==> src/rtl/rc4_pkg.sv <==
// Shared types and defaults for the RC4 key-search sequencer and its memory port mux.
package rc4_pkg;

  localparam int KEY_WIDTH_DEF  = 24;
  localparam int ADDR_WIDTH_DEF = 8;
  localparam int DATA_WIDTH_DEF = 8;

  typedef enum logic [3:0] {
    ST_IDLE,
    ST_INIT_GO,
    ST_INIT_WAIT,
    ST_SHUF_GO,
    ST_SHUF_WAIT,
    ST_DEC_GO,
    ST_DEC_WAIT,
    ST_NEXT_KEY,
    ST_FOUND,
    ST_EXHAUSTED
  } state_t;

  typedef enum logic [1:0] {
    OWN_NONE,
    OWN_INIT,
    OWN_SHUF,
    OWN_DEC
  } owner_t;

endpackage

==> src/rtl/s_mem_port_mux.sv <==
// Steers the single-port S-memory to the owning engine; purely combinational.
// With no owner the port is parked at zero so nothing is written.
import rc4_pkg::*;

module s_mem_port_mux #(
  parameter int ADDR_WIDTH = ADDR_WIDTH_DEF,
  parameter int DATA_WIDTH = DATA_WIDTH_DEF
) (
  input  owner_t                owner,
  input  logic [ADDR_WIDTH-1:0] init_addr,
  input  logic [DATA_WIDTH-1:0] init_wdata,
  input  logic                  init_wren,
  input  logic [ADDR_WIDTH-1:0] shuf_addr,
  input  logic [DATA_WIDTH-1:0] shuf_wdata,
  input  logic                  shuf_wren,
  input  logic [ADDR_WIDTH-1:0] dec_addr,
  input  logic [DATA_WIDTH-1:0] dec_wdata,
  input  logic                  dec_wren,
  output logic [ADDR_WIDTH-1:0] s_addr,
  output logic [DATA_WIDTH-1:0] s_wdata,
  output logic                  s_wren
);

  always_comb begin
    s_addr  = '0;
    s_wdata = '0;
    s_wren  = 1'b0;
    case (owner)
      OWN_INIT: begin
        s_addr  = init_addr;
        s_wdata = init_wdata;
        s_wren  = init_wren;
      end
      OWN_SHUF: begin
        s_addr  = shuf_addr;
        s_wdata = shuf_wdata;
        s_wren  = shuf_wren;
      end
      OWN_DEC: begin
        s_addr  = dec_addr;
        s_wdata = dec_wdata;
        s_wren  = dec_wren;
      end
      default: begin
        s_addr  = '0;
        s_wdata = '0;
        s_wren  = 1'b0;
      end
    endcase
  end

endmodule

==> src/rtl/rc4_key_search_ctrl.sv <==
// Sequences init -> shuffle -> decode per candidate key, stepping the key on a bad
// decode until a good key is found or KEY_LAST has been tried; owns the S-memory grant.
import rc4_pkg::*;

module rc4_key_search_ctrl #(
  parameter int                   KEY_WIDTH  = KEY_WIDTH_DEF,
  parameter logic [KEY_WIDTH-1:0] KEY_FIRST  = '0,
  parameter logic [KEY_WIDTH-1:0] KEY_LAST   = {2'b00, {(KEY_WIDTH-2){1'b1}}},
  parameter int                   ADDR_WIDTH = ADDR_WIDTH_DEF,
  parameter int                   DATA_WIDTH = DATA_WIDTH_DEF
) (
  input  logic                  clock,
  input  logic                  reset,
  input  logic                  start,
  output logic                  init_start,
  output logic                  shuf_start,
  output logic                  dec_start,
  input  logic                  init_done,
  input  logic                  shuf_done,
  input  logic                  dec_done,
  input  logic                  dec_bad_key,
  input  logic [ADDR_WIDTH-1:0] init_addr,
  input  logic [DATA_WIDTH-1:0] init_wdata,
  input  logic                  init_wren,
  input  logic [ADDR_WIDTH-1:0] shuf_addr,
  input  logic [DATA_WIDTH-1:0] shuf_wdata,
  input  logic                  shuf_wren,
  input  logic [ADDR_WIDTH-1:0] dec_addr,
  input  logic [DATA_WIDTH-1:0] dec_wdata,
  input  logic                  dec_wren,
  output logic [ADDR_WIDTH-1:0] s_addr,
  output logic [DATA_WIDTH-1:0] s_wdata,
  output logic                  s_wren,
  output logic [KEY_WIDTH-1:0]  secret_key,
  output logic                  busy,
  output logic                  found,
  output logic                  exhausted
);

  state_t               state_q, state_d;
  owner_t               owner_q, owner_d;
  logic [KEY_WIDTH-1:0] key_q, key_d;

  always_ff @(posedge clock or posedge reset) begin
    if (reset) begin
      state_q <= ST_IDLE;
      owner_q <= OWN_NONE;
      key_q   <= KEY_FIRST;
    end else begin
      state_q <= state_d;
      owner_q <= owner_d;
      key_q   <= key_d;
    end
  end

  always_comb begin
    state_d    = state_q;
    key_d      = key_q;
    owner_d    = OWN_NONE;
    init_start = 1'b0;
    shuf_start = 1'b0;
    dec_start  = 1'b0;
    case (state_q)
      ST_IDLE, ST_FOUND, ST_EXHAUSTED: begin
        if (start) begin
          state_d = ST_INIT_GO;
          key_d   = KEY_FIRST;
        end
      end
      ST_INIT_GO: begin
        init_start = 1'b1;
        state_d    = ST_INIT_WAIT;
      end
      ST_INIT_WAIT: if (init_done) state_d = ST_SHUF_GO;
      ST_SHUF_GO: begin
        shuf_start = 1'b1;
        state_d    = ST_SHUF_WAIT;
      end
      ST_SHUF_WAIT: if (shuf_done) state_d = ST_DEC_GO;
      ST_DEC_GO: begin
        dec_start = 1'b1;
        state_d   = ST_DEC_WAIT;
      end
      ST_DEC_WAIT: begin
        if (dec_done) begin
          if (!dec_bad_key)        state_d = ST_FOUND;
          else if (key_q == KEY_LAST) state_d = ST_EXHAUSTED;
          else                     state_d = ST_NEXT_KEY;
        end
      end
      ST_NEXT_KEY: begin
        key_d   = key_q + KEY_WIDTH'(1);
        state_d = ST_INIT_GO;
      end
      default: state_d = ST_IDLE;
    endcase

    // Grant is decided from the state being entered so it is already valid in X_GO.
    case (state_d)
      ST_INIT_GO, ST_INIT_WAIT: owner_d = OWN_INIT;
      ST_SHUF_GO, ST_SHUF_WAIT: owner_d = OWN_SHUF;
      ST_DEC_GO,  ST_DEC_WAIT:  owner_d = OWN_DEC;
      default:                  owner_d = OWN_NONE;
    endcase
  end

  assign secret_key = key_q;
  assign found      = (state_q == ST_FOUND);
  assign exhausted  = (state_q == ST_EXHAUSTED);
  assign busy       = (state_q != ST_IDLE) && !found && !exhausted;

  s_mem_port_mux #(
    .ADDR_WIDTH(ADDR_WIDTH),
    .DATA_WIDTH(DATA_WIDTH)
  ) u_mux (
    .owner     (owner_q),
    .init_addr (init_addr),
    .init_wdata(init_wdata),
    .init_wren (init_wren),
    .shuf_addr (shuf_addr),
    .shuf_wdata(shuf_wdata),
    .shuf_wren (shuf_wren),
    .dec_addr  (dec_addr),
    .dec_wdata (dec_wdata),
    .dec_wren  (dec_wren),
    .s_addr    (s_addr),
    .s_wdata   (s_wdata),
    .s_wren    (s_wren)
  );

endmodule

==> config.mk <==
export PLATFORM = sky130hd
export DESIGN_NAME = rc4_key_search_ctrl
export DESIGN_NICKNAME = d
export VERILOG_FILES = /design/src/rtl/rc4_pkg.sv /design/src/rtl/s_mem_port_mux.sv /design/src/rtl/rc4_key_search_ctrl.sv
export SDC_FILE = /design/constraint.sdc
export NUM_CORES = 1
export LEC_CHECK = 0
export ABC_AREA = 1
export CORE_MARGIN = 10
export CORE_UTILIZATION = 35
export CTS_CLUSTER_SIZE = 25
export DETAILED_ROUTE_END_ITERATION = 8
export PLACE_DENSITY_LB_ADDON = 0.08
export SKIP_CTS_REPAIR_TIMING = 1
export SLEW_MARGIN = 25
export SYNTH_ARGS = -nofsm -noshare
export SYNTH_HDL_FRONTEND = slang
export SYNTH_SLANG_ARGS = --single-unit
==> constraint.sdc <==
create_clock -name clock -period 2.02 [get_ports clock]
set_clock_uncertainty 0.2 [all_clocks]
set_input_delay 0.404 -clock clock [delete_from_list [all_inputs] [get_ports clock]]
set_output_delay 0.404 -clock clock [all_outputs]
set_load 0.01 [all_outputs]
# After elaboration in Yosys (flattened, before gate mapping)
# Cells that the tools add are included.
# Widths: inputs -> output; s select.
[classes]
add_sub_neg = 1
eq_ne = 20
n_mux = 16
reduce_logical = 12
[ops]
columns = ["cell", "n"]
rows = [
  ["$pmux 24 s2", 1],
  ["$pmux 8 s3", 2],
  ["$pmux 4 s8", 1],
  ["$eq 4x3->1 const B", 7],
  ["$add 24x1->24 const B", 1],
  ["$eq 24x22->1 const B", 1],
  ["$mux 24", 1],
  ["$mux 4", 6],
  ["$eq 4x2->1 const B", 4],
  ["$eq 4x1->1 const B", 2],
  ["$eq 4x4->1 const B", 2],
  ["$pmux 2 s3", 1],
  ["$reduce_or 2->1", 3],
  ["$eq 2x2->1 const B", 2],
  ["$logic_not 4->1", 1],
  ["$reduce_bool 4->1", 1],
  ["$mux 1", 3],
  ["$pmux 1 s3", 1],
  ["$reduce_or 3->1", 1],
  ["$eq 2x1->1 const B", 1],
  ["$logic_and 1x1->1", 2],
  ["$logic_not 1->1", 2],
  ["$ne 2x2->1 const B", 1],
  ["$reduce_and 2->1", 1],
  ["$reduce_bool 2->1", 1],
]
[word_totals]
register_bits = 30
in_bits = 58
output_inout_bits = 47

# Longest topological paths before layout
# Gate-level depths: netlist (run 1).
[depth]
ltp_word = 8
ltp_mapped = 13

# By module
# Synthesis (run 1) repeated with hierarchy kept, for this count alone.
[hier_totals]
hier_cells = 331
hier_area_um2 = 2466.1
[by_module_without_submodules]
columns = ["mod", "instances", "cells_per_inst", "area_each_um2"]
rows = [
  ["rc4_key_search_ctrl", 1, 251, 1835.5],
  ["s_mem_port_mux", 1, 80, 630.6],
]

# Worst setup path after synthesis (run 1)
# Ideal clock, no wire load.
[synth_path]
path_type = "flip-flop to output port"
start = "reg owner_q[0]"
end = "out s_addr[2]"
t_arrival_ns = 1.251
required_ns = 1.416
path_slack_ns = 0.165
stages_incl_launch_ff = 6
path_buffers = 2
cell_sequence = "dfrtp_1 > clkbuf_1 > nor2_1 > buf_2 > nand2_1 > nand3_1"
[synth_via]
elab_chain_cells = 2
elab_cells_between_ends = 4
cone_classes = "3 x eq/ne; 1 x mux"
[synth_rtl]
columns = ["element", "line", "rtl"]
rows = [
  ["start, declared", "rc4_key_search_ctrl.sv:41", "owner_t owner_q, owner_d;"],
  ["start signal, assigned", "rc4_key_search_ctrl.sv:51", "owner_q <= owner_d;"],
  ["$eq 2x2->1 or $eq 2x1->1 (tied branches)", "s_mem_port_mux.sv:28", "case (owner)"],
  ["$pmux 8 s3 *", "s_mem_port_mux.sv:28", ""],
  ["end, declared", "rc4_key_search_ctrl.sv:31", "output logic [ADDR_WIDTH-1:0] s_addr,"],
]
# Mark *: on every way between the ends. The rest lies on a longest branch, timed or not.

# Worst setup path after layout (run 1)
[layout_path]
start = "reg owner_q[1]"
end = "out s_wdata[4]"
[layout_via]
elab_chain_cells = 2
elab_cells_between_ends = 4
cone_classes = "3 x eq/ne; 1 x mux"
[layout_rtl]
columns = ["element", "line", "rtl"]
rows = [
  ["$eq 2x2->1 or $eq 2x1->1 (tied branches)", "s_mem_port_mux.sv:28", ""],
  ["$pmux 8 s3 *", "s_mem_port_mux.sv:28", ""],
  ["end, declared", "rc4_key_search_ctrl.sv:32", "output logic [DATA_WIDTH-1:0] s_wdata,"],
]
# Marked as above.

==> results.md, run 1 <==
- For this run the aggregate overflow at the end of global routing stands at 0.
- Clock latency on the worst-skew pair, taken at its later pin, is 0.28 ns.
- The clock-pin transition on the worst setup and hold timing paths is approximately 0.07 ns.
- The run finished, with violations left.
- The endpoint identified for the worst register-to-register timing path is secret_key[10].
- The signal arrival time at the worst endpoint is 1.71 ns.
- The slack of the worst reg-to-reg path is 0.18 ns.
- TritonCTS built the clock tree.
- The sort of element at the end of the critical path is a primary output.
- The switching portion of total power is 40.9%.
- Each instance of the synthesized netlist takes up on average between 6 and 7 um2.
- Across the run, the number of max-cap violations was 0.
- The combinational cell fraction of total power is 59.4%.
- The cell area after technology mapping is ~2100 um2.
- The maximum resistive drop on vdd is 513 uV.
- The longest clock path from root to sink contains 2 buffers.
- The worst setup margin is -0.295 ns.
- The most used flip-flop cell after synthesis is dfrtp_1.
- The global-route wire length before repair is 12.4 mm.
- Setup repair after global routing could not meet its margin everywhere.
- After synthesis, the most frequently instantiated cells are nand2_1 (85), nand3_1 (51), inv_1 (36), dfrtp_1 (30), nor2_1 (22).
- The number of antenna violations at the first check in global routing is 0.
- The worst hold-check path type is in -> async.
- The filler cell count is roughly 530.
- The number of antenna diodes in the final layout is 0.
- The pin count of the biggest net entering global routing is 31.
- The die outline width is 97.3 um.
- The number of nets still failing antenna checks after routing is 0.
- Static timing analysis puts the maximum clock frequency at between 400 and 500 MHz.
- The number of hold-slack violations in the final timing report is 0.
- The worst-case hold slack is 0.308 ns.
- After detailed routing, the average wire length per cell comes to 15.3 um.
- The analysis attributes to cell leakage a power of 1.72 nW.
- The clock sink count is 30.
- The count of pins on the block boundary is 105.
- The worst register-to-register path has a depth of 9.
- The required time of the critical path is between 1 and 1.5 ns.
- In this run, the clock network consumes 16.2% of the power.
- The biggest area contributor in the post-synthesis netlist is dfrtp_1.
- The worst setup path is launched from a flop.
- The die covers 9470 um2.
- The share of total power in sequential cells is 24.4%.
- The Yosys warning count is 0.
- The first detailed-routing pass took 4 iterations.
- After detailed placement, the design holds a cell count of 495.
- The height of the die is ~100 um.
- The power density over the cells is 901 nW/um2.
- The final reports fail on negative setup slack.
- The transition time at the pin with the least slew margin is 0.404 ns.
- Synthesis inferred 30 register bits.
- The max-slew violation count came to 0.
- Port buffering added 104 buffers.
- The worst path in the final design needs a cycle of 2.32 ns, including I/O delays and setup.
- Internal power comes to approximately 1.8 mW.
- The final-stage net count is 487.
- The via count of the first global-routing pass is 2304.
- The root buffer cell is clkbuf_8.
- In the final layout, the share of cells above drive strength 1 is 12.1%.
- The detailed-route wire length is 7.71 mm.
- By area the synthesized netlist is led by dfrtp_1 (36%), nand2_1 (15%), nand3_1 (12%).
- The starting density of the core is 35.8%.
- In this run, synthesis inferred 0 flip-flops with an integrated enable.
- Summing the sequential cell areas from Yosys gives between 30% and 40% of the chip area.
- Counting the buffers created by CTS gives 5.
- Setup violations remaining at the end of the flow were counted as 8.
- Summed over all nets, the switching power comes to between 1 and 1.5 mW.
- The count of vias placed by the detailed router is 2457.
- The placed wire-length estimate after detailed placement is around 5.9 mm.
- Dividing the detail-routed via count by the number of cells gives 4.88.
- After synthesis, the largest area contributor takes up 35.9% of total cell area.
- The type of the worst setup path is reg -> out.
- The final non-filler cell total is roughly 500.
- The source of the worst register-to-register timing path is secret_key[0].
- The initial detailed-routing violation count is 107.
- The floorplan step defined a core boundary enclosing 5850 um2.
- In the post-synthesis netlist, the cell with the most instances is nand2_1.
- The detailed-route DRC error count is 0.
- In this run, distinct cell masters in the synthesized netlist total 33.
- Global routing used around 16% of the available tracks across all layers.
- The relative max-transition margin is between 70% and 80%.
- The area growth from synthesis to layout is 65.1%.
- Synthesis produced 311 cells.
- The biggest fanout along the worst timing path is 8.
- The share of synthesized registers carrying an async set or reset is 100%.
- After floorplanning, the core was divided into 28 placement rows.
- The number of levels in the clock H-tree is 2.
- The share of the clock period used by the worst path is 115%.
- Routability-driven placement finished with a final weighted congestion of 0.824.
- The net count after synthesis is between 300 and 400.
## per-layer routing
layer	part of all wire [%]	wire length (um)	GRT usage, %
met4	1.2	90	4.47
met5	0	0	0
met3	6.7	520	4.69
met2	46	3530	24.7
met1	46	3560	19.8
## power by group through the flow
stage,Clock [mW],Combinational [mW],Sequential (mW)
final,0.504,1.85,0.759
after global routing,0.555,2.02,0.771
after CTS,0.524,1.85,0.740
after detailed placement,0,1.85,0.751
after global placement,0,1.83,0.749
after floorplan,0,0.899,0.740
## logic make-up after synthesis
group / share of synthesized area [%]
AND/OR/NAND/NOR: 41.8
buffers and inverters: 9.81
AO/OA/AOI/OAI: 9.51
flip-flops: 35.9
multiplexers: 1.97
XOR/XNOR: 0.419
adder cells (fa/ha/maj): 0.598
## flip-flops by register name, summed over array words and instances (netlist names)
signal      count
state_q         4
owner_q         2
secret_key     24
## critical path: stages, from the launching register on
cell and delay (ns):
dfrtp_1 0.35, inv_1 0.06, nor2_2 0.18, buf_6 0.16, nand2_1 0.05, nand3_1 0.08
clkdlybuf4s50_1 0.56
## layout make-up
cell class / count / area, um2 / area share (%)
well taps: 75 / 93.8 / 2.72
repair buffers: 119 / 1200 / 34.9
clock inverters: 1 / 5.00 / 0.145
multi-input cells: 232 / 1160 / 33.6
inverters: 40 / 153 / 4.42
clock buffers: 7 / 86.3 / 2.50
flip-flops and latches: 30 / 753 / 21.8
## cell usage in the layout (no fill, tap or decap), types with 2 or more instances in the layout
master           synthesis  final
clkdlybuf4s50_1          0     89
nand2_1                 85     85
nand3_1                 51     51
inv_1                   36     35
dfrtp_1                 30     28
o21ai_0                 21     21
nor2_1                  22     20
dlymetal6s2s_1           0     14
buf_4                    1     12
nand2_2                  7      7
nor3_1                   7      7
a21oi_1                  7      6
clkbuf_8                 0      6
nor2_2                   4      5
nand4_1                  5      5
nor2_4                   3      4
inv_2                    3      3
mux2i_1                  3      3
o21ai_1                  2      2
a31oi_1                  2      2
or2_2                    2      2
buf_6                    2      2
dfrtp_2                  0      2
## how the worst max path moves through the flow
stage / start / end / slack, ns / cells after the start
6_report: owner_q[1] / s_wdata[4] / -0.30 / 6
5_1_grt: owner_q[1] / s_addr[1] / -0.36 / 6
4_1_cts: owner_q[0] / s_addr[4] / -0.34 / 5
3_5_place_dp: dec_addr[4] / s_addr[4] / -0.18 / 4
3_3_place_gp: dec_addr[4] / s_addr[4] / -0.17 / 4
2_1_floorplan: owner_q[0] / s_addr[2] / 0.16 / 5
## metrics by stage
stage	cell area [um2]	TNS, ns	power [mW]	setup slack (ns)	util (%)
after floorplan	2090	0	1.64	0.165	-
after global placement	3290	-2.48	2.58	-0.172	56.2
after detailed placement	3290	-2.63	2.60	-0.182	56.2
after CTS	3380	-6.64	3.12	-0.341	57.8
after global routing	3450	-2.97	3.35	-0.363	59.0
final	3450	-2.20	3.11	-0.295	59.0
(Power assumes the default switching activity.)
==> run 2, diff against run 1 <==
--- a/config.mk
+++ b/config.mk
@@ -6,12 +6,14 @@
 export NUM_CORES = 1
 export LEC_CHECK = 0
 export ABC_AREA = 1
+export CORE_ASPECT_RATIO = 1.2
 export CORE_MARGIN = 10
 export CORE_UTILIZATION = 35
-export CTS_CLUSTER_SIZE = 25
+export CTS_CLUSTER_SIZE = 8
 export DETAILED_ROUTE_END_ITERATION = 8
 export PLACE_DENSITY_LB_ADDON = 0.08
 export SKIP_CTS_REPAIR_TIMING = 1
+export SKIP_LAST_GASP = 1
 export SLEW_MARGIN = 25
 export SYNTH_ARGS = -nofsm -noshare
 export SYNTH_HDL_FRONTEND = slang
==> run 2 against run 1 <==
  * Routed wire length grew 0.30%
  * Global-route usage grew 0.19 points
  * Clock power grew 17%
  * Largest power group unchanged
  * Maximum frequency grew 19%
  * Via count shrank 0.33%
  * The run now ends clean
  * Count of clock-buffer cells in the layout shrank 2
  * Die area grew 0.14%
  * Final cell count grew 2.0%
  * Utilization grew 2.5 points
  * Cell area grew 2.4%
  * Flip-flop and latch count is the same
  * Highest routed layer unchanged
==> results.md, run 2 (synthesis results as in run 1) <==
- The run finished with clean final reports.
- Entering global routing, the biggest net connects 31 pins.
- The height of the die is 105 um.
- The clock sink count is 30.
- Detailed routing inserted a total of 2449 vias.
- In the global route stage, overall resource usage came out at ~16%.
- The floorplan has 30 rows.
- Dividing the detail-routed wire length by the instance count gives about 15 um.
- The placed instances occupy a cell area of 3320 um2.
- The first routing iteration left between 80 and 90 violations.
- The required time of the critical path is 1.42 ns.
- The setup TNS is 0 ns.
- Port buffering added 104 buffers.
- The number of antenna violations at the first check in global routing was 0.
- The transition time at the pin with the least slew margin is 0.387 ns.
- The die is approximately 91 um wide.
- The area of the core is ~5700 um2.
- For the worst-skew pair, the clock arrives at the later sink with an insertion delay of 0.28 ns.
- The H-tree was split into 2 levels.
- Derived from the worst setup path, the maximum achievable clock frequency is 515 MHz.
- The critical path is of the reg -> out type.
- The final total power is 3.21 mW.
- The filler cell count is 525.
- The detailed-route DRC error count is 0.
- The sort of element at the end of the critical path is a primary output.
- The finished cells cover roughly 3500 um2.
- The placed wire-length estimate after detailed placement is 6.06 mm.
- Global routing finished with a remaining overflow of 0.
- The area of the multi-input gates is around 1200 um2.
- The clock-pin transition on the worst setup and hold timing paths is 0.07 ns.
- The max-slew violation count is 0.
- The static leakage power is 1.85 nW.
- The maximum resistive drop on vdd is 455 uV.
- For this design the ratio of total power to cell area is 908 nW/um2.
- Along the worst path, the maximum fanout reaches 8.
- STA classifies the critical path startpoint as a flop.
- Setup violations remaining at the end of the flow were counted as 0.
- The first global-routing pass estimated 12.4 mm of wire.
- The final weighted congestion in routability-driven placement is 0.836.
- The library cells used most frequently in the layout, excluding fill and tap cells, are nand2_1 (85), clkdlybuf4s50_1 (81), nand3_1 (51).
- The number of nets still failing antenna checks after routing is 0.
- The number of buffers added by the clock tree synthesis step is 5.
- The antenna diode count is 0.
- The register with the most flip-flops in the layout has 24 of them.
- After detailed routing, the total wire length is 7.73 mm.
- The fraction of final layout cells sized beyond drive strength 1 is between 10% and 20%.
- At the end of the flow, the number of nets in the layout was 492.
- The number of hold-slack violations in the final timing report is 0.
- The initial utilization of the core area, before any placement, comes to 36.4%.
- In the routed layout, each cell is associated on average with a via count of 4.76.
- The share of the clock period used by the worst path is 96.1%.
- Across the run, the number of max-cap violations was 0.
- The worst-case clock buffer depth is 2.
- In this run the count of I/O pins placed on the die edge is 105.
- The number of search-and-repair iterations in the first detailed-routing pass is 4.
- The library cell used most frequently in the layout, excluding fill and tap cells, is nand2_1.
- The relative max-transition margin is 74.0%.
- The clock tree from TritonCTS is built.
- For the finished layout, the period the worst path requires is 1.94 ns.
- The signal arrival time at the worst endpoint is 1.34 ns.
- The root buffer cell is clkbuf_8.
- The worst hold-check path type is in -> async.
- The floorplan die area is 9480 um2.
- The area added between synthesis and finish is 69.0%.
- The via count of the first global-routing pass is 2408.
- Setup repair after global routing could not meet its margin everywhere.
- In the final layout, flip-flops and latches occupy roughly 750 um2.
[run 2: routing by layer]
| layer | wire (um) | vias up | GRT usage [%] |
|---|---|---|---|
| met1 | 3240 | 1113 | 18.7 |
| met3 | 638 | 7 | 4.80 |
| met2 | 3780 | 74 | 26.8 |
| met5 | 0 | - | 0 |
| met4 | 73 | 0 | 4.21 |
| li1 | - | 1255 | - |
[run 2: through the flow]
| step | instances | worst slack, ns | util (%) | hold slack [ns] |
|---|---|---|---|---|
| 6_report | 514 | 0.0789 | 61.5 | 0.302 |
| 3_5_place_dp | 503 | -0.180 | 57.8 | 0.307 |
| 2_1_floorplan | 311 | 0.165 | - | 0.295 |
| 4_1_cts | 511 | -0.327 | 59.7 | 0.307 |
| 5_1_grt | 514 | -0.0119 | 61.5 | 0.328 |
| 3_3_place_gp | 503 | -0.179 | 57.8 | 0.308 |
[run 2: layout make-up]
class                           instances  area share (%)
Timing Repair Buffer                  124            35.6
Multi-Input combinational cell        232            33.0
Sequential cell                        30            21.2
Inverter                               40            4.25
Tap cell                               80            2.83
Clock buffer                            5            1.95
Clock inverter                          3            1.13
[run 2: where the power goes]
part | leakage (nW) | switching, mW | internal, mW
logic | 1.39 | 0.987 | 0.888
registers | 0.409 | 0.0703 | 0.675
clock network | 0.0579 | 0.225 | 0.362
[run 2: worst paths after layout]
kind,start,end,slack [ns],cells past startpoint
max in group asynchronous,reset,secret_key[11],1.03,3
min reg2reg,secret_key[21],secret_key[21],0.32,1
min,reset,state_q[0],0.30,3
max reg2reg,state_q[0],secret_key[17],0.16,10
max,owner_q[0],s_addr[6],0.08,5
min in group clock,secret_key[21],secret_key[21],0.32,1
[run 2: worst max-delay path, cell delays in order (launching register included)]
cell and delay, ns:
dfrtp_1 0.43, nor2_4 0.16, buf_6 0.15, nand2_1 0.05
nand3_1 0.07, dlymetal6s2s_1 0.20
==> run 3, diff against run 2 <==
==> constraint.sdc (replaced) <==
create_clock -name clock -period 2.5 [get_ports clock]
set_clock_uncertainty 0.2 [all_clocks]
set_input_delay 0.5 -clock clock [delete_from_list [all_inputs] [get_ports clock]]
set_output_delay 0.5 -clock clock [all_outputs]
set_load 0.01 [all_outputs]
==> run 3 against run 2 <==
  * Sequential power decreased by 15%
  * Clock power decreased by 31%
  * Count of clock-buffer cells in the layout increased by 1
  * Total power decreased by 24%
  * Cell area decreased by 3.5%
  * Critical path type unchanged
  * Largest power group unchanged
  * Register-to-register slack improved by 0.39 ns
==> results.md, run 3 (synthesis results as in run 1) <==
- The count of pins on the block boundary is 105.
- Across the whole layout, storage elements account for 753 um2.
- The worst hold-check path type is reg -> reg.
- The height of the die is 105 um.
- The number of cells on the worst reg-to-reg path is 9.
- The register with the most flip-flops in the layout has 24 of them.
- In this run the horizontal extent of the chip is around 91 um.
- The number of hold-slack violations in the final timing report is 0.
- Entering global routing, the biggest net connects 31 pins.
- The all-layer global routing usage is 14.9%.
- The clock sink count is 30.
- The worst-case clock buffer depth is 2.
- The maximum resistive drop on vdd is 363 uV.
- The biggest fanout along the worst timing path is 8.
- The run finished with clean final reports.
- The clock-pin transition on the worst setup and hold timing paths is 0.07 ns.
- The worst setup margin is between 0.03 and 0.04 ns.
- The worst setup path is captured at a primary output.
- The endpoint identified for the worst register-to-register timing path is secret_key[10].
- The final route contains 2457 vias.
- The latest clock arrival within the worst-skew pair is about 0.28 ns.
- The via count normalized by instance count is roughly 4.9.
- In this run the register-to-register setup slack is 0.55 ns.
- The initial detailed-routing violation count is 103.
- The area of the multi-input gates is 1150 um2.
- The slowest stage of the critical path belongs to the cell clkdlybuf4s50_1.
- The library cell used most frequently in the layout, excluding fill and tap cells, is clkdlybuf4s50_1.
- At the worst endpoint, the arrival time is 1.76 ns.
- The total area inside the core boundary comes to 5740 um2.
- The startpoint identified for the worst hold timing path is secret_key[21].
- The max-slew violation count came to 0.
- The source of the worst register-to-register timing path is secret_key[0].
- For hold timing, the worst endpoint is secret_key[21].
- The worst stage delay on the critical path is 0.54 ns.
- After detailed routing, the average wire length per cell comes to 15.0 um.
- For this run, the top clock speed supported by timing is around 400 MHz.
- In the layout the commonest cells are clkdlybuf4s50_1 (89), nand2_1 (84), nand3_1 (51).
- Walking the worst path, the cells encountered are nor2_4 -> buf_4 -> nand2_1 -> nand3_1 -> clkdlybuf4s50_1.
- Along the worst hold path, the cell count comes to 1.
- After floorplanning, the core was divided into 30 placement rows.
- The number of input and output port buffers inserted is 104.
- The final critical path time including I/O delays and setup is roughly 2.5 ns.
- The die covers approximately 9500 um2.
- Setup violations remaining at the end of the flow were counted as 0.
- The worst setup path is launched from a flop.
- The setup TNS is 0 ns.
- Cells with a size suffix above 1 make up 11.1% of the layout.
- For this design the ratio of total power to cell area is between 700 and 800 nW/um2.
- From synthesis to final layout, the design area changed by 63.0%.
- The via count of the first global-routing pass is 2284.
- At the end of routability-driven placement, the weighted congestion stood at ~0.86.
- The detailed-route wire length is 7.57 mm.
- The static leakage power is 1.69 nW.
- The number of levels in the clock H-tree is 2.
- The number of antenna violations at the first check in global routing is 0.
- The count of max-cap constraint violations is 0.
- The share of the clock period used by the worst path is between 90% and 100%.
- The number of nets still failing antenna checks after routing is 0.
- The starting density of the core is between 30 and 40%.
- The global-route wire length before repair is 11.7 mm.
- Detailed placement ended at an HPWL of 5.84 mm.
- The total congestion overflow after global routing is 0.
- The cell class contributing the biggest share of worst-path delay is buffers and inverters.
- The required time of the critical path is 1.80 ns.
- After detailed routing, the number of remaining DRC violations is 0.
- For the pin with the worst max-slew slack, the measured transition is 0.408 ns.
- The worst-case hold slack is 0.339 ns.
- The worst-case setup slack after placement is 0.0943 ns.
- The filler cell count is 530.
- TritonCTS created 5 clock buffers.
- Setup repair after global routing could not meet its margin everywhere.
- The first detailed-routing pass ran for 4 iterations.
- TritonCTS built the clock tree.
- The cell sitting at the root of the clock tree is a clkbuf_8.
- The worst setup path is of the reg -> out kind.
- For this run, the post-layout net count is around 480.
- The number of buffers and inverters on the critical path is 2.
- The antenna diode count is 0.
- The relative max-transition margin is 72.8%.
[run 3: cell types whose count changed in the layout (fill, tap and decap cells not counted), sizes merged, moves of 4 or more]
cell	before	now
buf	20	8
clkdlybuf4s50	81	89
clkinvlp	0	4
dlymetal6s2s	21	15
[run 3: layer usage]
layer	vias up	track usage (%)	part of all wire, %
li1	1240	-	-
met4	0	4.21	1.1
met5	-	0	0
met1	1129	18.0	44
met3	8	4.51	7.2
met2	80	24.7	48
[run 3: how the worst max path moves through the flow]
stage          cells after the start  slack, ns   endpoint        start
2_1_floorplan                      5       0.55  s_addr[2]   owner_q[0]
3_5_place_dp                       4       0.09  s_addr[3]  dec_addr[3]
6_report                           5       0.04  s_addr[4]   owner_q[0]
5_1_grt                            5      -0.04  s_addr[4]   owner_q[0]
3_3_place_gp                       4        0.1  s_addr[3]  dec_addr[3]
4_1_cts                            5      -0.20     s_wren   owner_q[0]
[run 3: cell type report]
class,count,area share (%)
timing repair inverter,2,0.440
tap,80,2.93
inverter,40,4.51
clock inverter,2,0.367
sequential,30,22.1
multi-input combinational,232,33.7
timing repair buffer,112,33.5
clock buffer,6,2.42
[run 3: where the power goes]
group / switching [mW] / internal [mW]
Sequential: 0.0844 / 0.549
Combinational: 0.754 / 0.636
Clock: 0.187 / 0.221
[run 3: metrics by stage]
stage	utilization (%)	cell area, um2	std cells	total power [mW]
6_report	59.4	3410	504	2.43
3_3_place_gp	56.1	3220	492	1.98
2_1_floorplan	-	2090	311	1.32
3_5_place_dp	56.1	3220	492	1.98
4_1_cts	57.8	3320	500	2.40
5_1_grt	59.4	3410	504	2.62
